File: src/rtl/spl_rx.sv
// spl_rx: receiver for the serial LED transmitter link.
// Ports: clk, rst (sync, active-low); led_clk, led_sout, led_clrn, LED_PEN
// asynchronous serial inputs; P_Data last good frame, frame_valid pulse,
// frame_err sticky error, bit_cnt bits in current frame, busy frame active.
module spl_rx #(
    parameter int WIDTH       = 32,
    parameter int SYNC_STAGES = 2
) (
    input  logic                     clk,
    input  logic                     rst,
    input  logic                     led_clk,
    input  logic                     led_sout,
    input  logic                     led_clrn,
    input  logic                     LED_PEN,
    output logic [WIDTH-1:0]         P_Data,
    output logic                     frame_valid,
    output logic                     frame_err,
    output logic [$clog2(WIDTH):0]   bit_cnt,
    output logic                     busy
);

    localparam int CW = $clog2(WIDTH) + 1;
    localparam logic [CW-1:0] CNT_ONE  = CW'(1);
    localparam logic [CW-1:0] CNT_FULL = CW'(WIDTH);
    // Pin order {LED_PEN, led_clrn, led_sout, led_clk}; idle levels.
    localparam logic [3:0] PIN_IDLE = 4'b0100;

    typedef enum logic [1:0] {
        IDLE  = 2'd0,
        SHIFT = 2'd1,
        FULL  = 2'd2
    } state_e;

    logic [3:0]       sync_q [SYNC_STAGES];
    logic             lclk_dly_q;
    logic             pen_dly_q;

    state_e           state_q, state_d;
    logic [CW-1:0]    cnt_q, cnt_d;
    logic [WIDTH-1:0] shreg_q, shreg_d;
    logic [WIDTH-1:0] pdata_q, pdata_d;
    logic             valid_q, valid_d;
    logic             err_q, err_d;
    logic             first_q, first_d;

    logic lclk_s, sout_s, clrn_s, pen_s;
    logic shift_ev, latch_ev;

    assign lclk_s = sync_q[SYNC_STAGES-1][0];
    assign sout_s = sync_q[SYNC_STAGES-1][1];
    assign clrn_s = sync_q[SYNC_STAGES-1][2];
    assign pen_s  = sync_q[SYNC_STAGES-1][3];

    assign shift_ev = lclk_s & ~lclk_dly_q;
    assign latch_ev = pen_s & ~pen_dly_q;

    always_ff @(posedge clk) begin
        if (!rst) begin
            for (int i = 0; i < SYNC_STAGES; i++) begin
                sync_q[i] <= PIN_IDLE;
            end
            lclk_dly_q <= 1'b0;
            pen_dly_q  <= 1'b0;
        end else begin
            sync_q[0] <= {LED_PEN, led_clrn, led_sout, led_clk};
            for (int i = 1; i < SYNC_STAGES; i++) begin
                sync_q[i] <= sync_q[i-1];
            end
            lclk_dly_q <= lclk_s;
            pen_dly_q  <= pen_s;
        end
    end

    always_ff @(posedge clk) begin
        if (!rst) begin
            state_q <= IDLE;
            cnt_q   <= '0;
            shreg_q <= '0;
            pdata_q <= '0;
            valid_q <= 1'b0;
            err_q   <= 1'b0;
            first_q <= 1'b1;
        end else begin
            state_q <= state_d;
            cnt_q   <= cnt_d;
            shreg_q <= shreg_d;
            pdata_q <= pdata_d;
            valid_q <= valid_d;
            err_q   <= err_d;
            first_q <= first_d;
        end
    end

    always_comb begin
        state_d = state_q;
        cnt_d   = cnt_q;
        shreg_d = shreg_q;
        pdata_d = pdata_q;
        valid_d = 1'b0;
        err_d   = err_q;
        first_d = first_q;
        if (!clrn_s) begin
            state_d = IDLE;
            cnt_d   = '0;
            shreg_d = '0;
        end else begin
            // Latch is resolved first so a coincident shift sees the
            // pre-shift register and opens a fresh frame.
            if (latch_ev) begin
                if (state_q == FULL) begin
                    pdata_d = shreg_q;
                    valid_d = 1'b1;
                    if (first_q) begin
                        err_d = 1'b0;
                    end
                end else begin
                    err_d = 1'b1;
                end
                first_d = 1'b0;
                state_d = IDLE;
                cnt_d   = '0;
            end
            if (shift_ev) begin
                shreg_d = {shreg_q[WIDTH-2:0], sout_s};
                unique case (state_d)
                    IDLE: begin
                        state_d = SHIFT;
                        cnt_d   = CNT_ONE;
                    end
                    SHIFT: begin
                        cnt_d = cnt_q + CNT_ONE;
                        if (cnt_d == CNT_FULL) begin
                            state_d = FULL;
                        end
                    end
                    FULL: begin
                        err_d = 1'b1;
                    end
                    default: begin
                        state_d = IDLE;
                        cnt_d   = '0;
                    end
                endcase
            end
        end
    end

    assign P_Data      = pdata_q;
    assign frame_valid = valid_q;
    assign frame_err   = err_q;
    assign bit_cnt     = cnt_q;
    assign busy        = (state_q != IDLE);

endmodule

File: config.mk
export PLATFORM = sky130hd
export DESIGN_NAME = spl_rx
export DESIGN_NICKNAME = d
export VERILOG_FILES = /design/src/rtl/spl_rx.sv
export SDC_FILE = /design/constraint.sdc
export NUM_CORES = 1
export LEC_CHECK = 0
export CAP_MARGIN = 15
export CELL_PAD_IN_SITES_DETAIL_PLACEMENT = 0
export CELL_PAD_IN_SITES_GLOBAL_PLACEMENT = 1
export CORE_UTILIZATION = 44
export CTS_BUF_LIST = sky130_fd_sc_hd__clkbuf_4 sky130_fd_sc_hd__clkbuf_8
export DETAILED_ROUTE_END_ITERATION = 16
export GPL_ROUTABILITY_DRIVEN = 1
export GPL_TIMING_DRIVEN = 1
export PLACE_DENSITY = 0.95
export SYNTH_ARGS = -nofsm -noshare
export SYNTH_HDL_FRONTEND = slang
export SYNTH_SLANG_ARGS = --single-unit
File: constraint.sdc
create_clock -name clk -period 4.2 [get_ports clk]
set_input_delay 0.84 -clock clk [delete_from_list [all_inputs] [get_ports clk]]
set_output_delay 0.84 -clock clk [all_outputs]
set_load 0.1 [all_outputs]
; ---- After elaboration in Yosys (flattened, before gate mapping)
; Memory sizes are Yosys's and may differ from the RTL's.
; Index checks and enable logic that the tools add are counted.
[totals]
register_bits = 77
latch_bits = 0
ram_bits = 8
rom_bits = 0
in_bits = 6
out_inout_bits = 41
word_cells = 45
n_memories = 1
[memory_table]
columns = name, words, word_bits, rd, rd_clocked_by_memory_dff, write_ports, line
row1 = sync_q, 2, 4, 2, 0, 2, 34  ; logic [3:0] sync_q [SYNC_STAGES];
[op_classes]
n_addsub = 1
mul = 0
div_mod_pow = 0
magnitude_cmp = 0
n_eq_ne = 4
n_shift = 0
muxes = 18
bitwise = 6
n_reduce_logical = 6
[ops]
columns = cell, n
row1 = 6-bit one-hot mux with 3 select lines, 1
row2 = 6-bit 2-to-1 mux, 2
row3 = 1-bit 2-to-1 mux, 8
row4 = 2-bit 2-to-1 mux, 4
row5 = 4-bit 2-to-1 mux, 2
row6 = "6-bit by 1-bit adder with 6-bit output, second input constant", 1
row7 = "6-bit equality test, second input constant", 1
row8 = 2-bit one-hot mux with 3 select lines, 1
row9 = 3-bit AND reduction, 2
row10 = "2-bit equality test, second input constant", 2
row11 = 2-bit AND reduction, 2
row12 = 1-bit bitwise AND, 2
row13 = "2-bit by 1-bit equality test with 1-bit output, second input constant", 1
row14 = 2-bit logical NOT, 1
row15 = 1-bit inverter, 2
row16 = 1-bit OR, 2
row17 = 2-bit nonzero test, 1

; ---- Logic depth before layout (Yosys ltp)
; Gate-level depths: netlist (run 1).
[depth]
depth_word = 7
mapped_depth = 6

; ---- Worst setup path after synthesis (run 1)
; No wires, ideal clock.
[synth_timing]
kind = register to register
from = reg cnt_q[3], in the netlist bit_cnt[3]
to = reg state_q[1]
arrival_ns = 1.996
t_required_ns = 4.131
slack_ns = 2.135
path_stages_with_launch = 5
path_buffers = 0
period_less_slack_ns = 2.065
path_cell_list = dfxtp_1 nand4_1 a2bb2oi_1 or4_4 a21oi_2
[synth_via]
elab_chain_len = 5
[synth_lines]
columns = element, line
row1 = start: declaration, 39  ; logic [CW-1:0] cnt_q, cnt_d;
row2 = start signal: assignment, 85  ; cnt_q <= cnt_d;
row3 = 6-bit by 1-bit adder with 6-bit output, 131  ; cnt_d = cnt_q + CNT_ONE;
row4 = 6-bit equality test, 132  ; if (cnt_d == CNT_FULL) begin
row5 = 2-bit 2-to-1 mux, 132
row6 = 2-bit one-hot mux with 3 select lines, 125  ; unique case (state_d)
row7 = 2-bit 2-to-1 mux, 123  ; if (shift_ev) begin
row8 = end signal: assignment, 84  ; state_q <= state_d;
row9 = end: declaration, 38  ; state_e state_q, state_d;
; Every way passes these cells.
; A chain may end at the register's enable or synchronous reset.

; ---- Final worst setup path (run 1)
[layout_timing]
from = reg state_q[1]
to = out busy
[layout_via]
elab_chain_len = 1
[layout_lines]
columns = element, line
row1 = 2-bit nonzero test, 152  ; assign busy = (state_q != IDLE);
row2 = end: declaration, 19  ; output logic busy
; Every way passes these cells.

==> results of run 1 <==
## cells in the mapped netlist (3+ instances only)
cell type | count | area share, %
nand2_1 | 142 | 17
dfxtp_1 | 85 | 55
a21oi_1 | 36 | 5.8
a21boi_0 | 24 | 5.8
clkbuf_1 | 13 | 1.6
and2_1 | 9 | 1.8
a21boi_1 | 8 | 1.9
buf_2 | 8 | 1.3
nand3_1 | 7 | 1.1
nand2b_1 | 5 | 1.0
nor2b_1 | 4 | 0.81
o21ai_0 | 4 | 0.64
a31oi_1 | 3 | 0.60
## worst min path at each step
stage / from / end / slack, ns
after floorplan: sync_q[0][2] / sync_q[0][6] / 0.39
after global placement: sync_q[0][2] / sync_q[0][6] / 0.41
after global routing: sync_q[0][2] / sync_q[0][6] / 0.44
final: sync_q[0][2] / sync_q[0][6] / 0.42
after CTS: sync_q[0][2] / sync_q[0][6] / 0.43
after detailed placement: sync_q[0][2] / sync_q[0][6] / 0.40
## through the flow
stage                     total power (uW)  hold WS [ns]  cells  area, um^2
after floorplan                        873         0.386    373        3110
after global placement                 889         0.408    497        3630
after detailed placement               889         0.402    497        3630
after CTS                             1500         0.426    511        3840
after global routing                  1540         0.438    512        3860
final                                 1490         0.420    512        3860
## critical path, cell delays in order (launching register included)
cell	delay [ns]
dfxtp_1	0.44
or2_2	0.15
clkdlybuf4s50_1	1.12
## power breakdown
part / internal (uW) / switching (uW)
logic: 17.9 / 36.6
clock network: 345 / 272
registers: 811 / 3.96
total: 1170 / 312
## logic make-up after synthesis
logic type	Yosys count	synth area share [%]
buf+inv	24	3.22
compound gates	80	16.2
fa+ha+maj	1	0.403
simple gates	183	25.3
flops	85	54.8
## registers in the layout (all words and copies together) (netlist names)
| register | flops |
|---|---|
| lclk_dly_q | 1 |
| sync_q | 8 |
| first_q | 1 |
| P_Data | 32 |
| pen_dly_q | 1 |
| state_q | 2 |
| frame_err | 1 |
| frame_valid | 1 |
| shreg_q | 32 |
| bit_cnt | 6 |
## area by class of cell
cell class	count	area share, %
inverters	1	0.0973
multi-input cells	264	33.9
clock buffers	10	3.57
flip-flops and latches	85	44.1
well taps	96	3.11
clock inverters	4	1.91
repair buffers	52	13.3
## metal layers
layer	share of wire [%]	vias up	track usage [%]
met1	48	1142	20.9
met4	1.2	0	7.73
met3	3.7	5	4.04
met5	0	-	0
li1	-	1307	-
met2	47	48	27.7
==> flow_metrics.tcl, run 1 <==
set metrics [dict create \
    status "complete, no violations" \
    setup-tns-final_ns 0 \
    crit_path_end_kind "output pin" \
    fmax_mhz 345 \
    cts_resized 0 \
    synth.cell_area_mm2 0.00311 \
    crit_path_end "busy" \
    synth_cell_types 33 \
    cap_violations 0 \
    cts_tree "yes" \
    synthArstFlopShare_pct 0 \
    wl_per_cell_um 11.5 \
    drt_iter0_drc 84 \
    leakagePower_uw 0.00125 \
    wl_mm 5.87 \
    clk_latency_ns 0.34 \
    multi_input_comb_area_mm2 0.00131 \
    finalCritPeriodShare_pct 68.9 \
    die_h_um 86.0 \
    path_class "register to output pin" \
    io_pins 47 \
    clk_pin_slew_ns 0.08 \
    worstMarginPinSlew_ns 0.974 \
    cts_root_buffer "clkbuf_8" \
    dr.pass1.iters 5 \
    netlist_instances 373 \
    crit_path_start_kind "register" \
    clk_path_buf_depth 2 \
    final.setup_skew_ns 0.00392 \
    antenna_found_initial 0 \
    cts_setup_buffers 0 \
    critical_path_required_ns 3.36 \
    ir_drop_mv 0.182 \
    relSlewSlack_pct 34.9 \
    clock-sinks 85 \
    vias 2502 \
    final_common_cell "nand2_1" \
    mostFrequentLayoutCells "142 x nand2_1, 85 x dfxtp_1, 46 x clkdlybuf4s50_1" \
    reg2reg_from "state_q[1]" \
    powerDensity_mw_per_mm2 385 \
    hp-class "register to register" \
    htreeDepth 3 \
    fin_ws_ns 1.31 \
    gp_congestion 0.839 \
    yosysSeqAreaShare_pct 54.8 \
    arrival_ns 2.05 \
    antenna_cells 0 \
    grt_max_degree 48 \
    nets 420 \
    final_layout_size_suffix_gt1_share_pct 6.25 \
    rsz0062_at_grt "no" \
    synth_nets 380 \
    finalHoldViolCount 0 \
    nFillCells 639 \
    synthToLayoutAreaGrowth_pct 24.2 \
    startpoint "state_q[1]" \
    r2r_end "P_Data[22]" \
    cts_made_buffers 9 \
    fin_crit_ns 2.89 \
    core_mm2 0.00679 \
    synth_edf_count 0 \
    viasPerCell 4.89 \
    pre_cts_slack_ns 1.50 \
    synth_seq_cells 85 \
    drc 0 \
    rows 30 \
    finalMaxSlewViolations 0 \
    grt_use_total_pct 16.8 \
    worstPathMaxFanout 8 \
    ys_warn_count 0 \
    hold_depth 1 \
    synth.avg_cell_area_um2 8.33 \
    port_buffers 46 \
    rrSetupSlack_ns 2.40 \
    start_util_pct 45.7 \
    grt_pass1_vias 2232 \
    final_util_pct 56.8 \
    synth_flop_cell "dfxtp_1" \
    setup_viol 0 \
    fp.dieW_um 86.0 \
    gr-total-overflow 0 \
    place_hpwl_mm 3.77 \
    reg2reg_depth 5 \
    grt_pass1_wl_mm 9.83 \
    regArea_mm2 0.00170 \
    die-area_mm2 0.00740 \
    cts-hold-fix-buffers 0 \
    drtAntennaViolNets 0 \
]
No activity file was read; power rests on OpenSTA's default activity.
==> run 2, diff against run 1 <==
- CORE_UTILIZATION: 44 -> 37
- PLACE_DENSITY: 0.95 -> 0.89
- clock period: 4.2 -> 2.5 ns (I/O delays scaled with it)
==> run 2 against run 1 <==
Core utilization shrank 10 points. Die area increased by 18%. Clock skew grew 0.0059 ns. Worst setup slack worse by 0.57 ns. First-iteration DRC count rose by 40%. Routed wire length grew 3.3%. Sequential share of layout area is 0.80 points higher.
==> flow_metrics.tcl, run 2 (same netlist as run 1, synthesis figures left out) <==
set metrics [dict create \
    die-area_mm2 0.00876 \
    reg2reg_depth 5 \
    io_pins 47 \
    crit_path_start_kind "register" \
    worstPathMaxFanout 8 \
    grt_pass1_vias 2380 \
    start_util_pct 38.0 \
    finalMaxSlewViolations 0 \
    powerDensity_mw_per_mm2 646 \
    cap_violations 0 \
    antenna_cells 0 \
    rsz0062_at_grt "no" \
    clk_latency_ns 0.34 \
    wl_mm 6.06 \
    cts_setup_buffers 0 \
    drt_iter0_drc 118 \
    grt_pass1_wl_mm 10.5 \
    setup-tns-final_ns 0 \
    nets 423 \
    synthToLayoutAreaGrowth_pct 22.0 \
    die_h_um 93.6 \
    clockPowerShare_pct 40.2 \
    final_layout_size_suffix_gt1_share_pct 17.1 \
    path_class "register to output pin" \
    gr-total-overflow 0 \
    cts_root_buffer "clkbuf_8" \
    antenna_found_initial 0 \
    rows 33 \
    cts_resized 0 \
    relSlewSlack_pct 51.3 \
    cts_made_buffers 9 \
    finalCritPeriodShare_pct 70.5 \
    critical_path_required_ns 2.00 \
    port_buffers 46 \
    crit_path_end_kind "output pin" \
    arrival_ns 1.26 \
    worstMarginPinSlew_ns 0.730 \
    leakagePower_uw 0.00134 \
    hold_depth 1 \
    status "complete, no violations" \
    fmax_mhz 567 \
    seqPwrFrac_pct 56.0 \
    power_frac_comb_pct 3.9 \
    clk_pin_slew_ns 0.09 \
    clk_path_buf_depth 2 \
    vias 2492 \
    drc 0 \
    grt_use_total_pct 15.3 \
    dr.pass1.iters 7 \
    p_int_uw 1890 \
    final_common_cell "nand2_1" \
    cts-hold-fix-buffers 0 \
    clock-sinks 85 \
    p_sw_share_pct 22.8 \
    drtAntennaViolNets 0 \
    setup_viol 0 \
    viasPerCell 4.74 \
    gp_congestion 0.847 \
    core_mm2 0.00818 \
    finalHoldViolCount 0 \
    fin_crit_ns 1.76 \
    final.setup_skew_ns 0.00981 \
    hp-class "register to register" \
    p_switching_uw 558 \
    grt_max_degree 33 \
    cts_tree "yes" \
    htreeDepth 3 \
    fp.dieW_um 93.6 \
    mostFrequentLayoutCells "142 x nand2_1, 85 x dfxtp_1, 49 x buf_4" \
    ir_drop_mv 0.341 \
    place_hpwl_mm 4.00 \
    power_uw 2450 \
    wl_per_cell_um 11.5 \
]
[run 2: cell count changes in the layout (fill, tap and decap cells not counted), sizes merged]
| cell | previous run | this run |
|---|---|---|
| bufinv | 2 | 1 |
| inv | 1 | 3 |
| buf | 6 | 50 |
| clkinvlp | 0 | 1 |
| clkdlybuf4s50 | 46 | 5 |
[run 2: worst paths after layout]
| check | slack (ns) | startpoint | endpoint |
|---|---|---|---|
| setup / recovery | 0.74 | state_q[1] | busy |
| hold / removal | 0.40 | sync_q[0][2] | sync_q[0][6] |
| setup reg to reg | 0.79 | state_q[0] | P_Data[15] |
| hold reg to reg | 0.40 | sync_q[0][2] | sync_q[0][6] |
[run 2: stage by stage]
step / cells / worst slack (ns) / utilization, % / cell area [um^2] / hold slack (ns)
floorplan: 373 / 0.435 / - / 3110 / 0.386
detailed placement: 510 / 0.641 / 43.8 / 3580 / 0.407
global placement: 510 / 0.681 / 43.8 / 3580 / 0.416
finish: 526 / 0.737 / 46.3 / 3790 / 0.404
global route: 526 / 0.604 / 46.3 / 3790 / 0.412
CTS: 526 / 0.709 / 46.3 / 3790 / 0.408
[run 2: metal layers]
metal / vias to the layer above / global-route usage [%] / share of wire, %
met4: 0 / 5.00 / 0.63
met1: 1141 / 18.0 / 48
met2: 42 / 26.2 / 47
met3: 4 / 5.04 / 3.9
met5: - / 0 / 0
li1: 1305 / - / -
[run 2: cell type report]
type | instances | area [um^2]
timing repair buffer | 55 | 438
sequential | 85 | 1700
tap | 105 | 131
clock inverter | 6 | 68.8
clock buffer | 10 | 138
fill | 808 | 4390
multi-input combinational | 264 | 1310
inverter | 1 | 3.75
[run 2: worst max-delay path: stages (launching register included)]
cell     delay, ns
dfxtp_1       0.38
or2_2         0.31
buf_4         0.23
[run 2: power by group through the flow]
stage | logic [uW] | registers (uW) | clock network, uW
2_1_floorplan | 56.2 | 1410 | 0
3_3_place_gp | 93.9 | 1400 | 0
3_5_place_dp | 94.7 | 1400 | 0
4_1_cts | 94.9 | 1370 | 1030
5_1_grt | 103 | 1370 | 1070
6_report | 94.3 | 1370 | 984
==> run 3, diff against run 2 <==
- clock period: 2.5 -> 1.51 ns (I/O delays scaled with it)
==> run 3 against run 2 <==
Global-route usage increased by 0.17 points. Critical path depth increased by 2. Worst hold slack improved by 0.033 ns. Critical path type is now register to register.
==> flow_metrics.tcl, run 3 (same netlist as run 1, synthesis figures left out) <==
set metrics [dict create \
    core_mm2 0.00818 \
    rsz0062_at_grt "no" \
    gp_congestion 0.802 \
    critical_path_required_ns 1.78 \
    cts_tree "yes" \
    htreeDepth 3 \
    nets 432 \
    wl_mm 6.15 \
    worstMarginPinSlew_ns 0.329 \
    grt_max_degree 34 \
    nFillCells 752 \
    clockPowerShare_pct 42.3 \
    grt_pass1_vias 2400 \
    drtAntennaViolNets 0 \
    p_switching_uw 875 \
    hold_depth 1 \
    fp.dieW_um 93.6 \
    drc 0 \
    powerDensity_mw_per_mm2 963 \
    dr.pass1.iters 4 \
    gr-total-overflow 0 \
    antenna_cells 0 \
    cap_violations 0 \
    p_sw_share_pct 20.7 \
    status "complete, no violations" \
    synthToLayoutAreaGrowth_pct 41.6 \
    finalMaxSlewViolations 0 \
    path_class "register to register" \
    holdPathEnd "sync_q[0][5]" \
    hp-class "register to register" \
    clk_latency_ns 0.34 \
    antenna_found_initial 0 \
    cts-hold-fix-buffers 0 \
    die-area_mm2 0.00876 \
    final.setup_skew_ns 0.00871 \
    finalHoldViolCount 0 \
    arrival_ns 1.70 \
    drt_iter0_drc 125 \
    p_int_uw 3360 \
    port_buffers 46 \
    hp-start "sync_q[0][1]" \
    vias 2531 \
    start_util_pct 38.0 \
    relSlewSlack_pct 78.1 \
    place_hpwl_mm 4.33 \
    power_frac_comb_pct 4.2 \
    worstPathMaxFanout 8 \
    r2r_end "state_q[1]" \
    die_h_um 93.6 \
    grt_pass1_wl_mm 10.7 \
    clk_pin_slew_ns 0.08 \
    clk_path_buf_depth 2 \
    viasPerCell 4.73 \
    power_uw 4240 \
    crit_path_start_kind "register" \
    mostFrequentLayoutCells "142 x nand2_1, 77 x dfxtp_1, 41 x buf_12" \
    final_layout_size_suffix_gt1_share_pct 20.9 \
    rrSetupSlack_ns 0.08 \
    setup_viol 0 \
    grt_use_total_pct 15.5 \
    final_common_cell "nand2_1" \
    cts_made_buffers 9 \
    crit_path_end_kind "register" \
    cts_root_buffer "clkbuf_8" \
    ir_drop_mv 0.465 \
    cts_setup_buffers 0 \
    finalCritPeriodShare_pct 94.4 \
    reg2reg_from "bit_cnt[3]" \
    io_pins 47 \
    fmax_mhz 701 \
    clock-sinks 85 \
    wl_per_cell_um 11.5 \
    leakagePower_uw 0.00151 \
    fin_crit_ns 1.43 \
    rows 33 \
    reg2reg_depth 4 \
    final_util_pct 53.8 \
    seqPwrFrac_pct 53.5 \
]
[run 3: per-layer routing]
metal  share of wire [%]  GRT usage (%)  routed length, um
met1                  46           18.6               2830
met2                  50           27.0               3080
met3                 3.2           3.58                198
met4                0.68           5.64                 42
met5                   0              0                  0
[run 3: stage by stage]
step / area, um^2 / hold slack (ns) / setup TNS (ns) / worst slack (ns) / cells
final: 4400 / 0.437 / 0 / 0.0844 / 535
after global routing: 4400 / 0.461 / 0 / 0.00521 / 535
after CTS: 4390 / 0.439 / 0 / 0.0263 / 535
after detailed placement: 4170 / 0.421 / 0 / 0.00220 / 520
after global placement: 4170 / 0.415 / 0 / 0.0381 / 520
after floorplan: 3120 / 0.386 / -0.186 / -0.186 / 373
[run 3: power by group through the flow]
stage          registers [uW]  logic [uW]  clock network [uW]
2_1_floorplan            2330        93.0                   0
4_1_cts                  2270         181                1840
5_1_grt                  2270         194                1950
3_3_place_gp             2320         181                   0
6_report                 2270         180                1790
3_5_place_dp             2320         182                   0
[run 3: worst max path at each step]
stage | startpoint | end | slack (ns) | cells after the start
detailed placement | rst | bit_cnt[5] | 0.002 | 4
global route | bit_cnt[3] | state_q[1] | 0.005 | 4
finish | bit_cnt[3] | state_q[1] | 0.08 | 4
floorplan | bit_cnt[3] | state_q[1] | -0.19 | 4
global placement | rst | bit_cnt[5] | 0.04 | 4
CTS | state_q[1] | busy | 0.03 | 2
[run 3: worst max-delay path, stage by stage, from the launching register on]
cell and delay, ns:
dfxtp_2 0.42, nand4_1 0.11, a2bb2oi_1 0.17, or4_4 0.53
a21oi_2 0.14
[run 3: timing repair]
action / 4_1_cts / 5_1_grt
resized for setup: 2 / 2
pin swaps: 1 / 0
endpoints found under the setup margin: 1 / 3
[run 3: cell type report]
| type | count | area (um^2) | share of cell area (%) |
|---|---|---|---|
| Clock inverter | 4 | 70.1 | 1.59 |
| Inverter | 1 | 3.75 | 0.0853 |
| Sequential cell | 85 | 1720 | 39.0 |
| Multi-Input combinational cell | 264 | 1310 | 29.8 |
| Tap cell | 105 | 131 | 2.99 |
| Clock buffer | 12 | 159 | 3.61 |
| Timing Repair Buffer | 64 | 1010 | 22.9 |
